File: config.mk
export PLATFORM = sky130hd
export DESIGN_NAME = mux4_rr_arbiter_flat
export DESIGN_NICKNAME = d
export VERILOG_FILES = /design/src/rtl/mux4_rr_arbiter_if.sv /design/src/rtl/mux4_rr_arbiter.sv /design/src/flat_wrapper.sv
export SDC_FILE = /design/constraint.sdc
export NUM_CORES = 1
export LEC_CHECK = 0
export BUFFER_PORTS_ARGS = -buffer_cell sky130_fd_sc_hd__buf_2
export CORE_MARGIN = 1
export CORE_UTILIZATION = 45
export CTS_BUF_LIST = sky130_fd_sc_hd__clkbuf_8
export DETAILED_ROUTE_END_ITERATION = 7
export PLACE_DENSITY_LB_ADDON = 0.2
export SETUP_SLACK_MARGIN = 0.05
export SYNTH_ARGS = -nofsm -noshare
export SYNTH_HDL_FRONTEND = slang
export SYNTH_SLANG_ARGS = --single-unit
File: constraint.sdc
create_clock -name clk -period 2.9 [get_ports clk]
set_clock_uncertainty 0.05 [all_clocks]
set_input_delay 0.58 -clock clk [delete_from_list [all_inputs] [get_ports clk]]
set_output_delay 0.58 -clock clk [all_outputs]
set_load 0.05 [all_outputs]
File: src/rtl/mux4_rr_arbiter_if.sv
// mux4_rr_arbiter_if: requester/consumer bus of the 4:1 mux arbiter; master is the arbiter side.
interface mux4_rr_arbiter_if #(parameter int W = 8);
    logic [3:0]   req;
    logic [W-1:0] D0, D1, D2, D3;
    logic         Y_ready;
    logic [W-1:0] Y;
    logic         Y_valid;
    logic         S1, S0;
    logic [3:0]   gnt;
    logic         busy;
    modport master (input req, D0, D1, D2, D3, Y_ready, output Y, Y_valid, S1, S0, gnt, busy);
    modport slave (output req, D0, D1, D2, D3, Y_ready, input Y, Y_valid, S1, S0, gnt, busy);
endinterface

File: src/rtl/mux4_rr_arbiter.sv
// mux4_rr_arbiter: round-robin arbiter driving a 4:1 mux select with beat-limited tenures.
// Define MUX4_ARB_FIXED_PRIO_EN for fixed priority (requester 0 highest).
module mux4_rr_arbiter #(
    parameter int W        = 8,
    parameter int MAX_HOLD = 4
) (
    input logic              clk,
    input logic              rst_n,
    mux4_rr_arbiter_if.master bus
);
    localparam int CW = $clog2(MAX_HOLD) + 1;
    localparam logic [0:0] IDLE  = 1'b0;
    localparam logic [0:0] GRANT = 1'b1;
    logic [0:0]    state;
    logic [1:0]    sel, base, win;
    logic [CW-1:0] cnt;
    logic [3:0]    gnt;
    logic [W-1:0]  y;
    logic          found, accept, rel, y_valid;
    assign y_valid = state == GRANT && bus.req[sel];
    assign accept  = y_valid && bus.Y_ready;
    assign rel     = state == GRANT && (!bus.req[sel] || (accept && cnt == CW'(MAX_HOLD - 1)));
    assign found   = |bus.req;
`ifdef MUX4_ARB_FIXED_PRIO_EN
    assign base = 2'd0;
`else
    logic [1:0] ptr;
    // On release the search starts just past the releasing requester in the same cycle
    assign base = rel ? sel + 2'd1 : ptr;
`endif
    always_comb begin
        win = base;
        for (int i = 3; i >= 0; i--)
            if (bus.req[base + 2'(i)]) win = base + 2'(i);
    end
    assign y = sel[1] ? (sel[0] ? bus.D3 : bus.D2) : (sel[0] ? bus.D1 : bus.D0);
    always_ff @(posedge clk or negedge rst_n) begin
        if (!rst_n) begin
            state <= IDLE;
            sel   <= 2'd0;
            gnt   <= 4'd0;
            cnt   <= '0;
`ifndef MUX4_ARB_FIXED_PRIO_EN
            ptr   <= 2'd0;
`endif
        end else if (state == IDLE || rel) begin
`ifndef MUX4_ARB_FIXED_PRIO_EN
            if (rel) ptr <= sel + 2'd1;
`endif
            state <= found ? GRANT : IDLE;
            sel   <= found ? win : sel;
            gnt   <= found ? 4'b0001 << win : 4'd0;
            cnt   <= '0;
        end else if (accept) begin
            cnt <= cnt + 1'b1;
        end
    end
    assign bus.Y       = y;
    assign bus.Y_valid = y_valid;
    assign bus.S1      = sel[1];
    assign bus.S0      = sel[0];
    assign bus.gnt     = gnt;
    assign bus.busy    = state == GRANT;
endmodule

File: src/flat_wrapper.sv
// flat-port wrapper written by rule: the top's interface ports become plain ports
module mux4_rr_arbiter_flat 
#(
    parameter int W        = 8,
    parameter int MAX_HOLD = 4
)
  (clk, rst_n, bus_req, bus_D0, bus_D1, bus_D2, bus_D3, bus_Y_ready, bus_Y, bus_Y_valid, bus_S1, bus_S0, bus_gnt, bus_busy);
  mux4_rr_arbiter_if #(.W(W)) bus_i ();
  input logic clk;
  input logic rst_n;
  input wire logic [$bits(bus_i.req)-1:0] bus_req;
  input wire logic [$bits(bus_i.D0)-1:0] bus_D0;
  input wire logic [$bits(bus_i.D1)-1:0] bus_D1;
  input wire logic [$bits(bus_i.D2)-1:0] bus_D2;
  input wire logic [$bits(bus_i.D3)-1:0] bus_D3;
  input wire logic [$bits(bus_i.Y_ready)-1:0] bus_Y_ready;
  output wire logic [$bits(bus_i.Y)-1:0] bus_Y;
  output wire logic [$bits(bus_i.Y_valid)-1:0] bus_Y_valid;
  output wire logic [$bits(bus_i.S1)-1:0] bus_S1;
  output wire logic [$bits(bus_i.S0)-1:0] bus_S0;
  output wire logic [$bits(bus_i.gnt)-1:0] bus_gnt;
  output wire logic [$bits(bus_i.busy)-1:0] bus_busy;
  assign bus_i.req = bus_req;
  assign bus_i.D0 = bus_D0;
  assign bus_i.D1 = bus_D1;
  assign bus_i.D2 = bus_D2;
  assign bus_i.D3 = bus_D3;
  assign bus_i.Y_ready = bus_Y_ready;
  assign bus_Y = bus_i.Y;
  assign bus_Y_valid = bus_i.Y_valid;
  assign bus_S1 = bus_i.S1;
  assign bus_S0 = bus_i.S0;
  assign bus_gnt = bus_i.gnt;
  assign bus_busy = bus_i.busy;
  mux4_rr_arbiter #(.W(W), .MAX_HOLD(MAX_HOLD)) u_core (.clk(clk), .rst_n(rst_n), .bus(bus_i));
endmodule
==> impl_metrics.toml, run 1 <==
[outcome]
outcome = "finished, final reports clean"

[synthesis]
ys.warnings.count = 0
synth_xor_area_share_pct = 0.883
synth_ff_type = "dfrtp_1"
syn_area_per_cell_um2 = 10.9
synth_area_um2 = 992
synth-seq-area-share_pct = 30.3
ys_ff_latch = 12
synth_top_family_by_area = "multiplexers"
synth_edf_count = 0
synthAdderAreaFrac_pct = 2.52
synthCells = 91
yosysUniqueCellTypes = 36
syn-num-nets = 132
async_flop_share_pct = 100
yosys.area_share.simple_pct = 11.5
synth.area.mux_share_pct = 26.5
synth_compound_area_share_pct = 24.0

[route]
vias = 981
wirelength_um = 2510
wl_per_cell_um = 14.3
drtPass1Iterations = 4
drc = 0
drt-vias-per-instance = 5.61
drtAntennaViolNets = 0
drt-initial-drc-count = 22

[die]
fp-row-count = 16
fp.dieW_um = 49.0
die-area_um2 = 2400
die_height_um = 49.0
io_pins = 55
core_um2 = 2020
start_util_pct = 49.1

[global_route]
grt.busiest_layer = "met2"
met2_usage_pct = 43.5
grt_antenna_before_repair = 0
grt_util_met1_pct = 23.9
gr-usage-met3_pct = 6.54
grt_overflow = 0
grtUsageTotal_pct = 22.8
grt_pass1_wl_um = 4130
grt_pass1_vias = 944
grt_max_degree = 13

[sta]
tightest_slew_ns = 0.506
period_share_pct = 88.7
hold_viol = 0
fmaxAchievable_mhz = 389
fin_crit_ns = 2.57
final-max-slew-violation-count = 0
maxSlewHeadroom_pct = 66.3
rsz0062_at_grt = "false"
whs_ns = 0.153
setup_viol = 0
setup-tns-final_ns = 0

[clocking]
cts.repair_timing.setup_buffer_count = 0
path_clk_slew_ns = 0.05
cts_tree = "done"
ctsResizeCount = 0
cts-root-buf = "clkbuf_8"
insertion_delay_ns = 0.24
htree_levels = 1
clkSinkCount = 12
hold_buffers = 0
numCtsBuffers = 3
cts_buffer_depth = 2

[job]
maxCapViolCount = 0

[finish]
instances_no_fill = 175
final_cell_mix = "54 x buf_2, 12 x dfrtp_1, 8 x mux4_2"
final_common_cell = "buf_2"
area_growth_syn_to_layout_pct = 36.3
fillers = 189
finish.utilization_pct = 66.9
fin_nets = 190
n_antenna_cell = 0
layout-drive-gt1-share_pct = 53.4

[worst_setup_path]
regToRegSetupSlack_ns = 0.33
crit_arrival_ns = 2.65
path_max_fanout = 7
critPathRequiredTime_ns = 2.98
slowest_stage = "a221o_2"
cp_cell_sequence = "ha_1 -> ha_1 -> a21oi_1 -> a221o_2 -> a22oi_2 -> nand3_1 -> and3_1 -> mux2_2"
cpPeakStageDelay_ns = 0.46
worst_path_most_repeated_cell = "ha_1"
critPathKind = "reg -> reg"
end_kind = "register"
path_buf_inv = 0
crit_path_start_kind = "register"
cp_top_family = "compound AO/OA/AOI/OAI gates"

[place]
hpwlAfterDp_um = 2000
gp_congestion = 0.919
numPortBuffers = 54
place_inst = 171

[hold_path]
hold_class = "in -> async"

[pwr]
leakagePower_nw = 0.678
ir_drop_mv = 0.775
power_density_nw_per_um2 = 1240
finalPower_mw = 1.68
-- worst paths after layout --
check / from / end / cells past startpoint
min: rst_n / u_core.cnt[2] / 1
max reg2reg: u_core.cnt[0] / u_core.sel[0] / 8
min in group clk: u_core.bus.gnt[0] / u_core.bus.gnt[0] / 2
max: u_core.cnt[0] / u_core.sel[0] / 8
min reg2reg: u_core.bus.gnt[0] / u_core.bus.gnt[0] / 2
max in group asynchronous: rst_n / u_core.bus.gnt[0] / 1
-- cells in the mapped netlist (3+ instances only) --
master | instances | area share [%]
a21oi_1 | 7 | 3.5
dfrtp_1 | 12 | 30
inv_1 | 7 | 2.6
mux2i_1 | 3 | 3.0
mux4_2 | 8 | 18
nand2_1 | 4 | 1.5
nand2b_1 | 4 | 2.5
nand3_1 | 3 | 1.5
nor2_1 | 7 | 2.6
o31ai_1 | 4 | 3.0
-- final cells by class --
cell class / count / area, um^2 / area share, %
tap: 27 / 33.8 / 2.50
sequential: 12 / 300 / 22.2
inverter: 8 / 30.0 / 2.22
multi-input combinational: 68 / 648 / 47.9
timing repair buffer: 56 / 285 / 21.1
clock buffer: 4 / 55.1 / 4.07
-- flip-flops by register name, indices dropped and copies added (netlist names) --
name,count
u_core.ptr,2
u_core.sel,2
u_core.cnt,3
u_core.bus.busy,1
u_core.bus.gnt,4
-- power by group --
| part | switching, mW | internal [mW] |
|---|---|---|
| Combinational | 0.784 | 0.430 |
| Sequential | 0.0537 | 0.232 |
| Clock | 0.0632 | 0.120 |
| Total | 0.901 | 0.782 |
-- through the flow --
step,worst slack [ns],instance area (um^2)
global placement,0.300,1300
floorplan,0.298,992
global route,0.200,1350
CTS,0.298,1350
finish,0.328,1350
detailed placement,0.252,1300
-- cell families (layout without fill, tap and decap cells) --
kind of cell             Yosys count  in the layout
multiplexers                      15             15
XOR/XNOR                           1              1
AO/OA/AOI/OAI                     27             27
buffers and inverters             11             68
AND/OR/NAND/NOR                   23             23
adder cells (fa/ha/maj)            2              2
flip-flops                        12             12
-- routing by layer --
metal / share of wire [%] / routed length, um
met1: 39 / 973
met5: 0 / 0
met2: 53 / 1330
met3: 7.1 / 179
met4: 1.0 / 25
Note: power is estimated with default switching activity, not from simulation.
==> run 2, diff against run 1 <==
--- a/config.mk
+++ b/config.mk
@@ -10,7 +10,7 @@
 export CORE_UTILIZATION = 45
 export CTS_BUF_LIST = sky130_fd_sc_hd__clkbuf_8
 export DETAILED_ROUTE_END_ITERATION = 7
-export PLACE_DENSITY_LB_ADDON = 0.2
+export PLACE_DENSITY = 0.87
 export SETUP_SLACK_MARGIN = 0.05
 export SYNTH_ARGS = -nofsm -noshare
 export SYNTH_HDL_FRONTEND = slang
==> run 2 against run 1 <==
Effect of this change:
- setup slack worse by 0.10 ns
- highest routed layer unchanged
- clock power is 2% lower
- wire length is 6.9% higher
- sequential cell count stayed put
- via count is 5.0% higher
- sequential power is 4% lower
- die area stayed put
- critical endpoint is now u_core.bus.gnt[3]
==> impl_metrics.toml, run 2 (same netlist as run 1, synthesis figures left out) <==
[worst_setup_path]
timing.rr.end = "u_core.bus.gnt[3]"
r2r_cells = 8
crit_arrival_ns = 2.75
regToRegSetupSlack_ns = 0.22
critPathKind = "reg -> reg"
reg2reg_from = "u_core.cnt[0]"
end_kind = "register"
path_max_fanout = 7
critPathRequiredTime_ns = 2.97
crit_path_start_kind = "register"

[route]
drt-initial-drc-count = 18
wirelength_um = 2680
drtPass1Iterations = 4
drtAntennaViolNets = 0
drc = 0
vias = 1030
wl_per_cell_um = 15.3
drt-vias-per-instance = 5.89

[finish]
n_antenna_cell = 0
reg_top3 = "u_core.bus.gnt: 4 flops, u_core.cnt: 3 flops"
fin_area_um2 = 1350
largest_register_ffs = 4
area_growth_syn_to_layout_pct = 36.3
regMostFlops = "u_core.bus.gnt"
final_cell_mix = "54 x buf_2, 12 x dfrtp_1, 8 x mux4_2"
instances_no_fill = 175
finish.utilization_pct = 66.9
fin_nets = 190
final_common_cell = "buf_2"
layout-drive-gt1-share_pct = 53.4

[global_route]
grt_pass1_wl_um = 4330
grtUsageTotal_pct = 23.8
grt_antenna_before_repair = 0
grt_overflow = 0
grt_max_degree = 13
grt_pass1_vias = 975

[die]
die-area_um2 = 2400
fp-row-count = 16
fp.dieW_um = 49.0
core_um2 = 2020
io_pins = 55
die_height_um = 49.0
start_util_pct = 49.1

[clocking]
numCtsBuffers = 3
path_clk_slew_ns = 0.05
cts-root-buf = "clkbuf_8"
clkSinkCount = 12
cts_tree = "done"
cts.repair_timing.setup_buffer_count = 0
hold_buffers = 0
cts_buffer_depth = 2
insertion_delay_ns = 0.24
htree_levels = 1
ctsResizeCount = 0

[place]
gp_congestion = 0.851
place_area_um2 = 1300
numPortBuffers = 54
hpwlAfterDp_um = 2180
place_inst = 171

[sta]
setup-tns-final_ns = 0
fmaxAchievable_mhz = 374
maxSlewHeadroom_pct = 64.8
period_share_pct = 92.3
fin_crit_ns = 2.68
tightest_slew_ns = 0.526
hold_viol = 0
final-max-slew-violation-count = 0
rsz0062_at_grt = "false"
setup_viol = 0

[pwr]
p_int_mw = 0.783
p_sw_share_pct = 54.0
p_clk_share_pct = 10.5
switchingPower_mw = 0.917
power_density_nw_per_um2 = 1260
seqPwrFrac_pct = 16.2
finalPower_mw = 1.70
combPwrFrac_pct = 73.3
ir_drop_mv = 0.969
leakagePower_nw = 0.678

[hold_path]
hold_class = "in -> async"

[outcome]
outcome = "finished, final reports clean"

[job]
maxCapViolCount = 0
## run 2: cell type report
| type | instances | area (um^2) |
|---|---|---|
| fillers | 181 | 669 |
| multi-input cells | 68 | 648 |
| flip-flops and latches | 12 | 300 |
| repair buffers | 56 | 285 |
| clock buffers | 4 | 55.1 |
| well taps | 27 | 33.8 |
| inverters | 8 | 30.0 |
## run 2: routing by layer
layer	part of all wire [%]	track usage [%]
met2	51	42.1
met1	37	26.3
met3	8.9	6.23
met5	0	0
met4	3.1	11.8
## run 2: per-stage QoR
step / hold slack, ns / worst slack, ns
2_1_floorplan: 0.234 / 0.298
3_3_place_gp: 0.407 / 0.310
3_5_place_dp: 0.417 / 0.213
4_1_cts: 0.162 / 0.259
5_1_grt: 0.172 / 0.123
6_report: 0.154 / 0.223
## run 2: critical path, cell delays in order (launching register included)
cell,delay (ns)
dfrtp_1,0.37
ha_1,0.16
ha_1,0.24
a21oi_1,0.13
a221o_2,0.46
a22o_4,0.32
a2111oi_4,0.31
nand3_1,0.17
o31ai_1,0.34
## run 2: worst max-delay path by stage
stage / start / to / slack, ns
floorplan: u_core.sel[0] / u_core.sel[0] / 0.30
global placement: bus_req[2] / u_core.sel[0] / 0.31
detailed placement: bus_req[2] / u_core.bus.gnt[3] / 0.21
CTS: u_core.cnt[0] / u_core.bus.gnt[3] / 0.26
global route: u_core.cnt[0] / u_core.bus.gnt[0] / 0.12
finish: u_core.cnt[0] / u_core.bus.gnt[3] / 0.22
## run 2: power by group through the flow
stage               clock, mW  sequential, mW  combinational [mW]
floorplan                   0           0.392               0.862
global placement            0           0.271                1.20
detailed placement          0           0.277                1.24
CTS                     0.182           0.274                1.25
global route            0.193           0.284                1.31
finish                  0.179           0.275                1.25
